### src/rtl/cpu_pkg.sv
// Shared CPU definitions: sequencer state encoding, canonical NOP and the
// default reset/trap vectors (also consumed by the CSR block).
package cpu_pkg;

    typedef enum logic [1:0] {
        S_FETCH = 2'd0,
        S_EXEC  = 2'd1,
        S_HALT  = 2'd2
    } seq_state_t;

    localparam logic [31:0] NOP_INSTR     = 32'h0000_0013;
    localparam logic [31:0] DEF_RESET_VEC = 32'h0000_0000;
    localparam logic [31:0] DEF_TRAP_VEC  = 32'h0000_0100;

    function automatic logic is_word_aligned(input logic [1:0] lsbs);
        return (lsbs == 2'b00);
    endfunction

endpackage

### src/rtl/retire_counter.sv
// Free-running retired-instruction counter with synchronous clear and
// increment enable; wraps modulo 2^XLEN.
module retire_counter #(
    parameter int unsigned XLEN = 32
) (
    input  logic            clk,
    input  logic            i_clr,
    input  logic            i_inc,
    output logic [XLEN-1:0] o_count
);

    logic [XLEN-1:0] r_count;

    always_ff @(posedge clk) begin
        if (i_clr) begin
            r_count <= '0;
        end else if (i_inc) begin
            r_count <= r_count + XLEN'(1);
        end
    end

    assign o_count = r_count;

endmodule

### src/rtl/pc_sequencer.sv
// Architectural PC owner: sequences fetch/execute against a handshaked
// instruction memory, commits next-PC, traps misaligned targets, counts retires.
module pc_sequencer
    import cpu_pkg::*;
#(
    parameter int unsigned     XLEN      = 32,
    parameter logic [XLEN-1:0] RESET_VEC = XLEN'(DEF_RESET_VEC),
    parameter logic [XLEN-1:0] TRAP_VEC  = XLEN'(DEF_TRAP_VEC)
) (
    input  logic            clk,
    input  logic            rst,
    output logic [XLEN-1:0] pc,
    input  logic [XLEN-1:0] pc_next,
    output logic            imem_req,
    output logic [XLEN-1:0] imem_addr,
    input  logic            imem_ack,
    input  logic [31:0]     imem_rdata,
    output logic [31:0]     instr,
    output logic            instr_valid,
    input  logic            stall,
    input  logic            halt,
    output logic            halted,
    output logic            misalign_trap,
    output logic [XLEN-1:0] bad_addr,
    output logic [XLEN-1:0] instret
);

    seq_state_t      r_state;
    seq_state_t      w_state_nxt;
    logic [XLEN-1:0] r_pc;
    logic [31:0]     r_instr;
    logic [XLEN-1:0] r_bad_addr;
    logic            r_trap;
    logic            w_commit;
    logic            w_aligned;

    assign w_aligned = is_word_aligned(pc_next[1:0]);

    always_comb begin
        w_state_nxt = r_state;
        imem_req    = 1'b0;
        instr_valid = 1'b0;
        halted      = 1'b0;
        w_commit    = 1'b0;
        unique case (r_state)
            S_FETCH: begin
                imem_req = 1'b1;
                if (imem_ack) w_state_nxt = S_EXEC;
            end
            S_EXEC: begin
                instr_valid = 1'b1;
                if (!stall) begin
                    w_commit    = 1'b1;
                    w_state_nxt = halt ? S_HALT : S_FETCH;
                end
            end
            S_HALT: halted = 1'b1;
            default: w_state_nxt = S_FETCH;
        endcase
    end

    always_ff @(posedge clk) begin
        if (rst) begin
            r_state    <= S_FETCH;
            r_pc       <= RESET_VEC;
            r_instr    <= NOP_INSTR;
            r_bad_addr <= '0;
            r_trap     <= 1'b0;
        end else begin
            r_state <= w_state_nxt;
            r_trap  <= w_commit && !w_aligned;
            if (r_state == S_FETCH && imem_ack) r_instr <= imem_rdata;
            // A misaligned target still retires; only the PC is redirected.
            if (w_commit) begin
                if (w_aligned) begin
                    r_pc <= pc_next;
                end else begin
                    r_pc       <= TRAP_VEC;
                    r_bad_addr <= pc_next;
                end
            end
        end
    end

    retire_counter #(.XLEN(XLEN)) u_retire (
        .clk     (clk),
        .i_clr   (rst),
        .i_inc   (w_commit),
        .o_count (instret)
    );

    assign pc            = r_pc;
    assign imem_addr     = r_pc;
    assign instr         = r_instr;
    assign misalign_trap = r_trap;
    assign bad_addr      = r_bad_addr;

endmodule

### config.mk
export PLATFORM = sky130hd
export DESIGN_NAME = pc_sequencer
export DESIGN_NICKNAME = d
export VERILOG_FILES = /design/src/rtl/cpu_pkg.sv /design/src/rtl/retire_counter.sv /design/src/rtl/pc_sequencer.sv
export SDC_FILE = /design/constraint.sdc
export NUM_CORES = 1
export LEC_CHECK = 0
export BUFFER_PORTS_ARGS = -buffer_cell sky130_fd_sc_hd__buf_2
export CORE_MARGIN = 1.5
export CORE_UTILIZATION = 48
export DETAILED_ROUTE_END_ITERATION = 16
export PLACE_DENSITY_LB_ADDON = 0.2
export SLEW_MARGIN = 20
export SYNTH_ARGS = -nofsm -noshare
export SYNTH_HDL_FRONTEND = slang
export SYNTH_HIERARCHICAL = 1
export SYNTH_SLANG_ARGS = --single-unit
### constraint.sdc
create_clock -name clk -period 4.2 [get_ports clk]
set_clock_uncertainty 0.2 [all_clocks]
set_input_delay 0.84 -clock clk [delete_from_list [all_inputs] [get_ports clk]]
set_output_delay 0.84 -clock clk [all_outputs]
set_load 0.02 [all_outputs]
# Word level (Yosys, flattened, before mapping)
# Cells that the tools add are included.
[word_totals] register_bits=131 input_bits=69 output_inout_bits=164 elab_cells=30
[classes] add_sub_neg=1 eq_ne=4 muxes=10 n_bitwise=2 reduce_logical=7
[op_table] op="$add 32x1->32 const B" count=1
[op_table] op="$mux 32" count=1
[op_table] op="$mux 2" count=3
[op_table] op="$pmux 2 s3" count=1
[op_table] op="$mux 1" count=5
[op_table] op="$logic_not 2->1" count=2
[op_table] op="$ne 2x2->1 const B" count=2
[op_table] op="$reduce_and 3->1" count=1
[op_table] op="$eq 2x1->1 const B" count=1
[op_table] op="$eq 2x2->1 const B" count=1
[op_table] op="$logic_and 1x1->1" count=2
[op_table] op="$not 1->1" count=2
[op_table] op="$reduce_and 2->1" count=1
[op_table] op="$logic_not 1->1" count=1

# Longest topological paths before layout
[logic_depth] word_depth=3 ltp_mapped=11 depth_no_buf=6

# Modules after synthesis
# Netlist, hierarchy kept.
[by_module_without_submodules] mod="pc_sequencer" instances=1 cells_per_inst=435 area_per_inst_um2=3931.3 seq_area_each_um2=1981.9
[by_module_without_submodules] mod="retire_counter" instances=1 cells_per_inst=181 area_per_inst_um2=1564.0 seq_area_each_um2=640.6

# Worst setup path before layout
# Ideal clock, no wire load.
[synth_timing] path_kind="input -> register" from="input port stall" to="register u_retire.r_count[27], in the netlist u_retire/o_count[27]" setup_time_ps=121 t_arrival_ps=2922 required_ps=3879 slack_ps=957 stages=11 path_buffers=5 cell_sequence="or3b_1 -> buf_6 -> clkinv_2 -> buf_12 -> buf_6 -> buf_2 -> and4_1 -> buf_2 -> nand4_1 -> nor3b_1 -> mux2_2"
[synth_between] elab_chain_len=2
[synth_lines] element="from (decl)" line_no="pc_sequencer.sv:20" rtl="input logic stall,"
[synth_lines] element="$mux 1" line_no="pc_sequencer.sv:52" rtl="if (!stall) begin"
[synth_lines] element="$mux 1" line_no="pc_sequencer.sv:45" rtl="unique case (r_state)"
[synth_lines] element="via w_commit" line_no="pc_sequencer.sv:34" rtl="logic w_commit;"
[synth_lines] element="to (signal assigned)" line_no="retire_counter.sv:18" rtl="r_count <= r_count + XLEN'(1);"
[synth_lines] element="to (decl)" line_no="retire_counter.sv:12" rtl="logic [XLEN-1:0] r_count;"
# The timed path passes the listed nets, and every way through them passes these cells.
# A chain may end at the register's enable or synchronous reset.

# Final worst setup path
[layout_timing] from="input port stall" to="register u_retire.r_count[14], in the netlist u_retire/o_count[14]"
[layout_between] elab_chain_len=2
[layout_lines] element="$mux 1" line_no="pc_sequencer.sv:52"
[layout_lines] element="$mux 1" line_no="pc_sequencer.sv:45"
# Every way passes these cells.

==> flow_summary.ini <==
[flow_run]
cap_violations = 0

[final_layout]
stdcell_count = 945
layout.nets = 863
drive_above_1_share = 0.354
num-fill-cells = 933
finish.utilization = 0.633
synthToLayoutAreaGrowth_pct = 26.5
antennaDiodeCount = 0

[clocking]
cts_num_sinks = 131
cts_resized = 0
numCtsBuffers = 17
cts.path.max_buffers = 2
clockRootBuffer = clkbuf_16
path_clk_slew_ps = 50
clk_latency_ps = 410
cts_tree = built
cts_setup_buffers = 0
htreeDepth = 4
cts_hold_buf = 0

[floorplanning]
dieArea_sq_um = 12100
coreArea_sq_um = 11000
die_w_um = 110
initial_core_util = 0.500
pin_count = 233
rows = 38
die_h_um = 110

[detailed_routing]
antenna_left = 0
drt_wl_total_um = 13700
wl_per_cell_um = 14.5
drc_errors = 0
routed_via_density = 5.23
drt_first_pass_iters = 4
drtIter0Drc = 351
vias = 4940

[global_routing]
grt_pass1_vias = 4304
grt_pass1_wl_um = 20800
grt_max_degree = 116
grt_use_total = 0.223
grt_antenna_before_repair = 0
grt.overflow.total = 0

[timing]
rsz0062_at_grt = no
setup-tns-final_ps = 0
worstMarginPinSlew_ps = 1030
setup_violations = 0
period_needed_ps = 2800
fmax_mhz = 357
finalWorstSetupSlack_ps = 1400
whs_ps = 261
hold_violations = 0
maxSlewViolCount = 0
min_period_over_period = 0.668
max_slew_margin = 0.312

[placement]
dp_hpwl_um = 9300
pre_cts_ws_ps = 926
dp.cells = 914
port_buffers = 232
place_congestion = 0.762

[worst_setup_path]
regToRegSetupSlack_ps = 1520
end_kind = flop
reg2reg_to = u_retire/o_count[14]$_SDFFE_PP0P_
crit_path_max_fanout = 71
r2r_cells = 7
cp-startpoint = stall
r2r-start = r_state[0]$_SDFFE_PP0P_
crit_path_end = u_retire/o_count[14]$_SDFFE_PP0P_
crit_arrival_ps = 2880
cp_data_required_time_ps = 4270
critPathLaunchType = input pin
critical_path_class = input pin to flop

[logic_synthesis]
ys_warn_count = 6
synth_edf_count = 0
synth_seq_cells = 131
syn_nets = 686
avgSynthCellArea_sq_um = 8.92
synthArstFlopShare = 0
yosysUniqueCellTypes = 40
synth_top_area_frac = 0.477
synth_cells = 616
synth_area_leaders = dfxtp_1 48%, a21oi_1 6.4%, mux2i_1 5.5%
seq_area_frac_synth = 0.477
ys.flop_type = dfxtp_1
synth_area_sq_um = 5500
yosysTopAreaCell = dfxtp_1

[power_and_ir_drop]
leakage_nw = 3.20
vdd_ir_drop_max_v = 0.000268
p_per_area_nw_per_um2 = 423

[run_status]
status = complete, no violations

[hold_path]
min_path_type = flop to flop
metal layers:
| metal | wire length (um) | vias to the layer above | GRT usage |
|---|---|---|---|
| li1 | - | 2439 | - |
| met1 | 5780 | 2328 | 0.275 |
| met2 | 6880 | 161 | 0.366 |
| met3 | 910 | 12 | 0.0711 |
| met4 | 119 | 0 | 0.0807 |
| met5 | 0 | - | 0 |
critical path, cell delays in order:
cell	delay [ps]
buf_2	100
or3b_2	460
clkinv_2	70
buf_4	540
nand4_1	260
nor4_1	380
xnor2_1	160
nor2_1	50
cells by family (layout without fill, tap and decap cells):
kind of cell    count (synthesis)  in the layout  synth area share
compound gates                112            112             0.105
xor+xnor                       13             13            0.0207
fa+ha+maj                       1              1           0.00228
buf+inv                        87            276            0.0949
flops                         131            131             0.477
mux                            41             41            0.0772
simple gates                  231            231             0.222
flip-flops by register name, indices dropped and copies added (netlist names):
name,flops
imem_addr,32
r_state,2
bad_addr,32
misalign_trap,1
u_retire/o_count,32
instr,32
through the flow:
step           total power, mW  instance area, sq um
2_1_floorplan             1.51                  5500
3_3_place_gp              1.60                  6400
3_5_place_dp              1.60                  6400
4_1_cts                   2.96                  6950
5_1_grt                   3.05                  6950
6_report                  2.94                  6950
synth_stat cells, types with 2 or more instances:
cell type and n:
and3_1 2, mux2_1 2, a21oi_1 70, clkbuf_1 31, inv_1 6, o21ai_0 27, nand2_1 40, nand3b_1 30
buf_2 10, or3_1 4, nand3_1 38, nor2_1 60, a211o_1 3, dfxtp_1 131, xnor2_1 4, buf_4 32
nor3b_1 4, mux2i_1 30, xor2_1 9, nor2b_1 15, mux2_2 9, buf_6 6, and4_1 3, nand4_1 10
or4_1 3, o21ai_1 9, nor4_1 3, nor3_1 11, o31ai_1 3
cells in the final DEF (no fill, tap or decap), types with 4 or more instances in the layout:
master     instances
a21oi_1           70
buf_2            231
buf_4              6
clkbuf_16         17
clkbuf_8           7
clkinv_2           5
dfxtp_1          131
inv_1              6
mux2_2             9
mux2i_1           30
nand2_1           40
nand3_1           38
nand3b_1          30
nand4_1           10
nor2_1            59
nor2b_1           15
nor3_1            11
o21ai_0           27
o21ai_1            9
or3_1              4
xnor2_1            4
xor2_1             9
worst min-delay path by stage:
stage	from	cells after the start	to
2_1_floorplan	imem_addr[10]$_SDFFE_PP0P_	2	imem_addr[10]$_SDFFE_PP0P_
3_3_place_gp	imem_addr[16]$_SDFFE_PP0P_	2	imem_addr[16]$_SDFFE_PP0P_
3_5_place_dp	imem_addr[18]$_SDFFE_PP0P_	2	imem_addr[18]$_SDFFE_PP0P_
4_1_cts	imem_addr[28]$_SDFFE_PP0P_	2	imem_addr[28]$_SDFFE_PP0P_
5_1_grt	imem_addr[11]$_SDFFE_PP0P_	2	imem_addr[11]$_SDFFE_PP0P_
6_report	imem_addr[28]$_SDFFE_PP0P_	2	imem_addr[28]$_SDFFE_PP0P_
power breakdown:
part | total, mW | internal [mW] | switching [mW]
Sequential | 1.30 | 1.28 | 0.0207
Combinational | 0.274 | 0.101 | 0.174
Clock | 1.36 | 0.857 | 0.505
area by class of cell:
cell class / count / area (sq um) / area share
Tap cell: 140 / 175 / 0.0252
Clock inverter: 4 / 20.0 / 0.00288
Multi-Input combinational cell: 398 / 2360 / 0.340
Timing Repair Buffer: 238 / 1210 / 0.174
Clock buffer: 27 / 533 / 0.0766
Sequential cell: 131 / 2620 / 0.377
Inverter: 7 / 27.5 / 0.00396
Power figures use the tool's default switching activity.
